File: src/rtl/inst_fetch_dual_pkg.sv
// inst_fetch_dual_pkg: shared constants, state encoding and address helper for the fetch unit
package inst_fetch_dual_pkg;
    localparam logic VALID = 1'b1;
    localparam logic INVALID = 1'b0;
    localparam int INST_BUS_W = 32;
    localparam int INST_ADDR_W = 32;
    localparam logic [INST_ADDR_W-1:0] RESET_PC_DEFAULT = 32'hBFC0_0000;
    typedef enum logic {S_REQ = 1'b0, S_WAIT = 1'b1} state_t;
    function automatic logic [INST_ADDR_W-1:0] align8(input logic [INST_ADDR_W-1:0] a);
        return {a[INST_ADDR_W-1:3], 3'b000};
    endfunction
endpackage

File: src/rtl/inst_fetch_dual_fetch_pc_gen.sv
// fetch_pc_gen: fetch PC register (reset / redirect / sequential +8) and its 8-byte aligned fetch address
//   ports: clk, rst, redirect, redirect_pc, advance (a response was delivered), pc, fetch_addr
module fetch_pc_gen
    import inst_fetch_dual_pkg::*;
#(
    parameter logic [INST_ADDR_W-1:0] RESET_PC = RESET_PC_DEFAULT
) (
    input  logic                   clk,
    input  logic                   rst,
    input  logic                   redirect,
    input  logic [INST_ADDR_W-1:0] redirect_pc,
    input  logic                   advance,
    output logic [INST_ADDR_W-1:0] pc,
    output logic [INST_ADDR_W-1:0] fetch_addr
);
    assign fetch_addr = align8(pc);
    always_ff @(posedge clk)
        if (rst) pc <= RESET_PC;
        else if (redirect) pc <= redirect_pc;
        else if (advance) pc <= fetch_addr + 32'd8;
endmodule

File: src/rtl/inst_fetch_dual.sv
// inst_fetch_dual: fetches 64-bit aligned pairs over an SRAM-like port and writes up to two instructions into the buffer
//   ports: clk/rst; redirect_i/redirect_pc_i flush; buffer_full_i backpressure; inst_sram_* fetch port;
//   inst1_*/inst2_* registered buffer write ports; pc_o debug PC;
//   stall_cnt_o/cancel_cnt_o saturating perf counters only when FETCH_PERF_CNT_EN is defined
module inst_fetch_dual
    import inst_fetch_dual_pkg::*;
#(
    parameter logic [INST_ADDR_W-1:0] RESET_PC = RESET_PC_DEFAULT,
    parameter int PERF_W = 32
) (
    input  logic                   clk,
    input  logic                   rst,
    input  logic                   redirect_i,
    input  logic [INST_ADDR_W-1:0] redirect_pc_i,
    input  logic                   buffer_full_i,
    output logic                   inst_sram_req_o,
    output logic [INST_ADDR_W-1:0] inst_sram_addr_o,
    input  logic                   inst_sram_addr_ok_i,
    input  logic                   inst_sram_data_ok_i,
    input  logic [63:0]            inst_sram_rdata_i,
    output logic [INST_BUS_W-1:0]  inst1_o,
    output logic [INST_BUS_W-1:0]  inst2_o,
    output logic [INST_ADDR_W-1:0] inst1_addr_o,
    output logic [INST_ADDR_W-1:0] inst2_addr_o,
    output logic                   inst1_valid_o,
    output logic                   inst2_valid_o,
`ifdef FETCH_PERF_CNT_EN
    output logic [PERF_W-1:0]      stall_cnt_o,
    output logic [PERF_W-1:0]      cancel_cnt_o,
`endif
    output logic [INST_ADDR_W-1:0] pc_o
);
    state_t state, state_n;
    logic cancel, cancel_n, req_hold, accept, resp, deliver, pair;
    logic [INST_ADDR_W-1:0] fetch_addr;
    fetch_pc_gen #(.RESET_PC(RESET_PC)) u_pc_gen (
        .clk(clk), .rst(rst), .redirect(redirect_i), .redirect_pc(redirect_pc_i),
        .advance(deliver), .pc(pc_o), .fetch_addr(fetch_addr)
    );
    // buffer_full_i only gates raising a request; a raised one is held until addr_ok or redirect
    assign inst_sram_req_o = !rst && state == S_REQ && (req_hold || !buffer_full_i);
    assign inst_sram_addr_o = rst ? '0 : fetch_addr;
    assign accept = inst_sram_req_o && inst_sram_addr_ok_i;
    assign resp = state == S_WAIT && inst_sram_data_ok_i;
    assign deliver = resp && !cancel && !redirect_i;
    assign pair = !pc_o[2];
    always_comb begin
        state_n = (accept || (state == S_WAIT && !inst_sram_data_ok_i)) ? S_WAIT : S_REQ;
        // a redirect leaving a fetch in flight marks its response for discard
        cancel_n = redirect_i ? state_n == S_WAIT : (resp ? 1'b0 : cancel);
    end
    always_ff @(posedge clk)
        if (rst) begin
            state <= S_REQ;
            cancel <= 1'b0;
            req_hold <= 1'b0;
            inst1_valid_o <= INVALID;
            inst2_valid_o <= INVALID;
            inst1_o <= '0;
            inst2_o <= '0;
            inst1_addr_o <= '0;
            inst2_addr_o <= '0;
        end else begin
            state <= state_n;
            cancel <= cancel_n;
            req_hold <= inst_sram_req_o && !inst_sram_addr_ok_i && !redirect_i;
            inst1_valid_o <= deliver ? VALID : INVALID;
            inst2_valid_o <= deliver && pair ? VALID : INVALID;
            inst1_o <= deliver ? (pair ? inst_sram_rdata_i[31:0] : inst_sram_rdata_i[63:32]) : '0;
            inst1_addr_o <= deliver ? pc_o : '0;
            inst2_o <= deliver && pair ? inst_sram_rdata_i[63:32] : '0;
            inst2_addr_o <= deliver && pair ? pc_o + 32'd4 : '0;
        end
`ifdef FETCH_PERF_CNT_EN
    always_ff @(posedge clk)
        if (rst) begin
            stall_cnt_o <= '0;
            cancel_cnt_o <= '0;
        end else begin
            stall_cnt_o <= stall_cnt_o + PERF_W'(state == S_REQ && buffer_full_i && !(&stall_cnt_o));
            cancel_cnt_o <= cancel_cnt_o + PERF_W'(resp && (cancel || redirect_i) && !(&cancel_cnt_o));
        end
`endif
endmodule
File: config.mk
export PLATFORM = sky130hd
export DESIGN_NAME = inst_fetch_dual
export DESIGN_NICKNAME = d
export VERILOG_FILES = /design/src/rtl/inst_fetch_dual_pkg.sv /design/src/rtl/inst_fetch_dual_fetch_pc_gen.sv /design/src/rtl/inst_fetch_dual.sv
export SDC_FILE = /design/constraint.sdc
export NUM_CORES = 1
export LEC_CHECK = 0
export BUFFER_PORTS_ARGS = -buffer_cell sky130_fd_sc_hd__buf_2
export CORE_MARGIN = 2
export CORE_UTILIZATION = 46
export CTS_CLUSTER_SIZE = 40
export DETAILED_ROUTE_END_ITERATION = 10
export GPL_TIMING_DRIVEN = 0
export PLACE_DENSITY = 0.8
export SLEW_MARGIN = 20
export SYNTH_ARGS = -nofsm -noshare
export SYNTH_HDL_FRONTEND = slang
export SYNTH_SLANG_ARGS = --single-unit
File: constraint.sdc
create_clock -name clk -period 2.1 [get_ports clk]
set_input_delay 0.42 -clock clk [delete_from_list [all_inputs] [get_ports clk]]
set_output_delay 0.42 -clock clk [all_outputs]
set_load 0.02 [all_outputs]
==> impl_metrics.yaml, run 1 <==
cts:
  root_buffer: "clkbuf_16"
  clockBufferDepth: 2
  hold_buffers: 0
  clkLatencyLatePin_ps: 430
  cts-buffers-inserted: 17
  clkSlewWorstSetupHoldPaths_ps: 70
  cts_tree: "yes"
  htreeDepth: 4
  cts.sink_count: 165
floorplan:
  core_area_sq_um: 13200
  row_count: 42
  dieArea_sq_um: 14500
  io_pins: 297
  start_util_pct: 47.0
  die_w_um: 120
  fp.dieH_um: 120
synthesis:
  synth_area_sq_um: 6220
  syn_area_per_cell_sq_um: 9.71
  syn_inst: 641
  synth_top_area_cell: "dfxtp_1"
  ys_seq_elements: 165
  yosysSeqAreaShare_pct: 53.1
  synth_cell_types: 53
  ys_warn_count: 0
  synth_edf_count: 0
  synth.area.top_cells: "dfxtp_1 53%, and2_1 7.0%, mux2i_1 6.0%"
  synthTopCellsByCount: "165 x dfxtp_1, 95 x nor2_1, 70 x and2_1, 37 x mux2i_1, 23 x nor2b_1"
  synth_most_common_cell: "dfxtp_1"
  async_flop_share_pct: 0
  synth_top_area_share_pct: 53.1
  synthFlopType: "dfxtp_1"
place:
  io_buffer_count: 292
  place.gp.congestion: 0.850
  dp.cells: 1111
  dpl_cell_area_sq_um: 7910
  dp_hpwl_mm: 14.4
global_route:
  antenna_found_initial: 0
  grt_usage_pct: 26.1
  grt_pass1_vias: 5411
  gr-total-overflow: 0
  grt_max_degree: 17
  grt_pass1_wl_mm: 28.7
critical_path:
  worstPathMaxFanout: 7
  startpoint_type: "flip-flop"
  endpoint_kind: "flip-flop"
  arrival_ps: 2330
  cp.required_ps: 2440
  path_class: "flip-flop to flip-flop"
detailed_routing:
  wirelength_mm: 19.1
  dr.pass1.iters: 7
  vias: 5659
  postRouteAntennaNets: 0
  wire_per_inst_um: 16.6
  post-route-drc-count: 0
  drtIter0Drc: 360
  viasPerCell: 4.90
cells_and_area:
  nets: 1069
  final_layout_size_suffix_gt1_share_pct: 40.1
  postLayoutCoreUtil_pct: 65.4
  design_area_sq_um: 8660
  areaGrowthSynthToFinish_pct: 39.2
  layoutNonFillerInstCount: 1155
power_and_ir_drop:
  power_density_nw_per_um2: 830
  p_leak_uw: 0.00428
  pwr-share-clk_pct: 45.7
  ir_worst_vdd_mv: 0.609
  p_sw_uw: 1800
  seq_power_share_pct: 45.0
  power_frac_comb_pct: 9.2
  p_int_uw: 5390
  swShare_pct: 25.0
sta:
  finalHoldViolCount: 0
  finalCritPeriodShare_pct: 94.7
  finalCriticalPeriod_ps: 1990
  skew_ps: 9.74
  setup_violations: 0
  rsz0062_at_grt: "false"
  max_freq_mhz: 503
  drv_slew: 0
  max_slew_margin_pct: 49.5
  worst_pin_slew_ps: 757
outcome:
  status: "finished clean"
min_path:
  hp-class: "input port to flip-flop"
flow_run:
  cap_violations: 0
## metal layers
layer / GRT usage, % / up-vias / routed length, um / share of wire [%]
met5: 0 / - / 0 / 0
met2: 45.6 / 271 / 9630 / 50
met1: 30.6 / 2600 / 7460 / 39
li1: - / 2761 / - / -
met4: 9.08 / 0 / 349 / 1.8
met3: 7.50 / 27 / 1680 / 8.8
## layout by cell type (no fill, tap or decap), types with 13 or more instances in the layout
cell,instances
a211oi_1,13
a21oi_1,17
and2_1,70
buf_2,304
buf_4,22
clkbuf_16,17
dfxtp_1,162
mux2i_1,37
nand2_1,22
nand4_1,14
nor2_1,95
nor2b_1,23
xnor2_1,15
xor2_1,21
## worst paths after layout
path / start / endpoint / slack (ps) / cells after the start
setup / recovery: u_pc_gen.pc[12] / u_pc_gen.pc[22] / 110 / 6
hold / removal: inst_sram_addr_ok_i / req_hold / 190 / 2
setup reg to reg: u_pc_gen.pc[12] / u_pc_gen.pc[22] / 110 / 6
hold reg to reg: state / inst1_addr_o[7] / 550 / 2
## cells by family (layout without fill, tap and decap cells)
group	Yosys count	count (layout)	share of synthesized area, %
multiplexers	39	39	6.32
flip-flops	165	165	53.1
other	1	4	0.0603
AND/OR/NAND/NOR	294	294	26.0
XOR/XNOR	36	36	5.07
adder cells (fa/ha/maj)	2	2	0.402
AO/OA/AOI/OAI	42	42	4.38
buffers and inverters	62	397	4.65
## power groups by stage
stage / clock network, uW / logic, uW / registers (uW)
2_1_floorplan: 0 / 333 / 3350
4_1_cts: 3330 / 661 / 3230
3_5_place_dp: 0 / 658 / 3300
3_3_place_gp: 0 / 652 / 3300
5_1_grt: 3450 / 715 / 3240
6_report: 3280 / 664 / 3240
## what timing repair did
item,in CTS,in global routing
setup endpoints to repair,50,60
gates resized for setup,8,10
cloned,0,0
pin swaps,2,1
buffers inserted,3,9
endpoints found under the hold margin,0,0
## metrics by stage
| step | setup WS, ps | total power [uW] | hold slack (ps) | setup TNS [ps] |
|---|---|---|---|---|
| after floorplan | 83.1 | 3680 | 497 | 0 |
| after global placement | -311 | 3950 | 543 | -9700 |
| after detailed placement | -412 | 3960 | 544 | -11230 |
| after CTS | 24.8 | 7220 | 168 | 0 |
| after global routing | 2.10 | 7410 | 185 | 0 |
| final | 112 | 7180 | 190 | 0 |
## area by class of cell
| type | count | area (sq um) |
|---|---|---|
| antenna | 1 | 2.50 |
| buffer | 49 | 251 |
| clock buffer | 18 | 439 |
| clock inverter | 14 | 186 |
| fill | 1140 | 4590 |
| inverter | 12 | 48.8 |
| multi-input combinational | 416 | 2650 |
| sequential | 165 | 3310 |
| tap | 176 | 220 |
| timing repair buffer | 304 | 1550 |
## flip-flops by register name, indices dropped and copies added, names as in the netlist
signal and count:
u_pc_gen.pc 32, inst1_o 32, cancel 1, inst2_valid_o 1, req_hold 1, inst1_addr_o 32
state 1, inst2_o 32, inst1_valid_o 1, inst2_addr_o 32
## critical path: stages (launching register included)
cell and delay [ps]:
dfxtp_1 330, buf_2 210, nand2_1 170, or3_2 480, nor3_1 180, mux2_2 350, a211oi_1 190
Power figures use the tool's default switching activity.
==> inputs of run 2 (changes only) <==
Settings changed: CORE_MARGIN 2 to default.
Clock period 2.1 ns to 1.95 ns, I/O delays scaled along.
==> run 2 against run 1 <==
  * Wire length is 0.12% higher
  * Global-route usage up 1.0 points
  * Core utilization rose by 0.48 points
  * Combinational power up 11%
  * Critical endpoint unchanged
  * Clock skew fell by 1.1 ps
  * Clock power shrank 2%
  * Die area is 3.3% lower
  * Register-to-register slack lost 80 ps
==> impl_metrics.yaml, run 2 (synthesis results as in run 1) <==
min_path:
  hp-start: "inst_sram_addr_ok_i"
  hp-class: "input port to flip-flop"
  hold_end: "req_hold"
  holdPathStages: 2
critical_path:
  endpoint_kind: "flip-flop"
  cp.buffers_inverters: 1
  cp_slowest_stage_delay_ps: 510
  crit_chain: "buf_8 > nand4_4 > or3_2 > nor3_2 > mux2_4 > a211oi_2"
  worstReg2RegStart: "u_pc_gen.pc[8]"
  cp.required_ps: 2290
  crit_family: "simple AND/OR/NAND/NOR gates"
  r2r-end: "u_pc_gen.pc[22]"
  arrival_ps: 2260
  startpoint_type: "flip-flop"
  slowest_stage: "or3_2"
  rrSetupSlack_ps: 30
  reg2regPathDepth: 6
  worstPathMaxFanout: 10
  path_class: "flip-flop to flip-flop"
detailed_routing:
  vias: 5646
  post-route-drc-count: 0
  postRouteAntennaNets: 0
  viasPerCell: 4.90
  dr.pass1.iters: 5
  wire_per_inst_um: 16.6
  drtIter0Drc: 333
  wirelength_mm: 19.1
cts:
  root_buffer: "clkbuf_16"
  htreeDepth: 4
  clkLatencyLatePin_ps: 420
  clkSlewWorstSetupHoldPaths_ps: 70
  clockBufferDepth: 2
  hold_buffers: 0
  cts.sink_count: 165
  cts_tree: "yes"
  cts-buffers-inserted: 17
global_route:
  grt_pass1_vias: 5413
  grt_pass1_wl_mm: 29.0
  grt_usage_pct: 27.1
  grt_max_degree: 17
  antenna_found_initial: 0
  gr-total-overflow: 0
power_and_ir_drop:
  p_leak_uw: 0.00427
  ir_worst_vdd_mv: 0.467
  total_power_uw: 7450
  power_density_nw_per_um2: 858
flow_run:
  cap_violations: 0
sta:
  rsz0062_at_grt: "true"
  finalCriticalPeriod_ps: 1920
  drv_slew: 0
  finalHoldViolCount: 0
  setup_violations: 0
  max_freq_mhz: 520
  worst_pin_slew_ps: 755
  max_slew_margin_pct: 49.7
  skew_ps: 8.66
  finalCritPeriodShare_pct: 98.6
floorplan:
  row_count: 42
  dieArea_sq_um: 14000
  core_area_sq_um: 13200
  start_util_pct: 47.2
  die_w_um: 118
  fp.dieH_um: 118
  io_pins: 297
cells_and_area:
  nets: 1068
  num_antenna_cells: 0
  final_layout_size_suffix_gt1_share_pct: 40.9
  fillerInstances: 1086
  final_cell_mix: "300 x buf_2, 158 x dfxtp_1, 95 x nor2_1"
  areaGrowthSynthToFinish_pct: 39.6
  final_common_cell: "buf_2"
  postLayoutCoreUtil_pct: 65.9
place:
  io_buffer_count: 292
  dp_hpwl_mm: 14.0
  place.gp.congestion: 0.886
outcome:
  status: "finished clean"
-- run 2: changes by cell type in the layout (fill, tap and decap cells not counted), sizes merged --
| cell | change |
|---|---|
| clkinvlp | +3 |
| inv | -1 |
| clkbuf | -2 |
| diode | -1 |
| clkinv | +1 |
| bufinv | -2 |
-- run 2: layout make-up --
class / count / area [sq um] / area share, %
clock buffers: 17 / 425 / 4.90
flip-flops and latches: 165 / 3310 / 38.2
well taps: 176 / 220 / 2.54
clock inverters: 15 / 145 / 1.67
plain buffers: 50 / 299 / 3.44
inverters: 12 / 51.3 / 0.591
repair buffers: 302 / 1550 / 17.8
multi-input cells: 416 / 2680 / 30.9
-- run 2: worst max-delay path by stage --
stage / from / to / slack (ps) / cells after the start
global route: u_pc_gen.pc[15] / u_pc_gen.pc[22] / -40 / 6
CTS: rst / inst_sram_addr_o[21] / 0.4 / 5
detailed placement: redirect_i / inst1_addr_o[20] / -450 / 8
floorplan: u_pc_gen.pc[11] / u_pc_gen.pc[22] / -20 / 5
finish: u_pc_gen.pc[8] / u_pc_gen.pc[22] / 30 / 6
global placement: redirect_i / inst1_addr_o[12] / -420 / 8
-- run 2: what timing repair did --
| item | CTS | global route |
|---|---|---|
| pin swaps | 3 | 4 |
| setup endpoints to repair | 120 | 55 |
| hold endpoints to repair | 0 | 0 |
| resized for setup | 16 | 32 |
| buffers inserted | 6 | 4 |
-- run 2: power breakdown --
group          total (uW)  internal, uW  switching (uW)  leakage [uW]
Combinational         737           299             437       0.00266
Sequential           3490          3430            60.1       0.00134
Clock                3230          1790            1440      0.000270
Total                7450          5510            1940       0.00427
-- run 2: routing by layer --
| layer | vias up | GRT usage (%) | share of wire [%] |
|---|---|---|---|
| li1 | 2751 | - | - |
| met1 | 2590 | 32.0 | 41 |
| met2 | 263 | 47.3 | 50 |
| met3 | 42 | 5.94 | 6.6 |
| met4 | 0 | 11.5 | 2.5 |
| met5 | - | 0 | 0 |
-- run 2: stage by stage --
step | setup slack [ps] | area, sq um | hold WS, ps | std cells | setup TNS (ps)
3_5_place_dp | -453 | 7920 | 543 | 1111 | -21990
6_report | 27.5 | 8690 | 160 | 1153 | 0
2_1_floorplan | -18.0 | 6230 | 467 | 643 | -18.0
5_1_grt | -43.3 | 8690 | 170 | 1153 | -55.6
3_3_place_gp | -415 | 7920 | 540 | 1111 | -19450
4_1_cts | 0.446 | 8590 | 146 | 1149 | 0
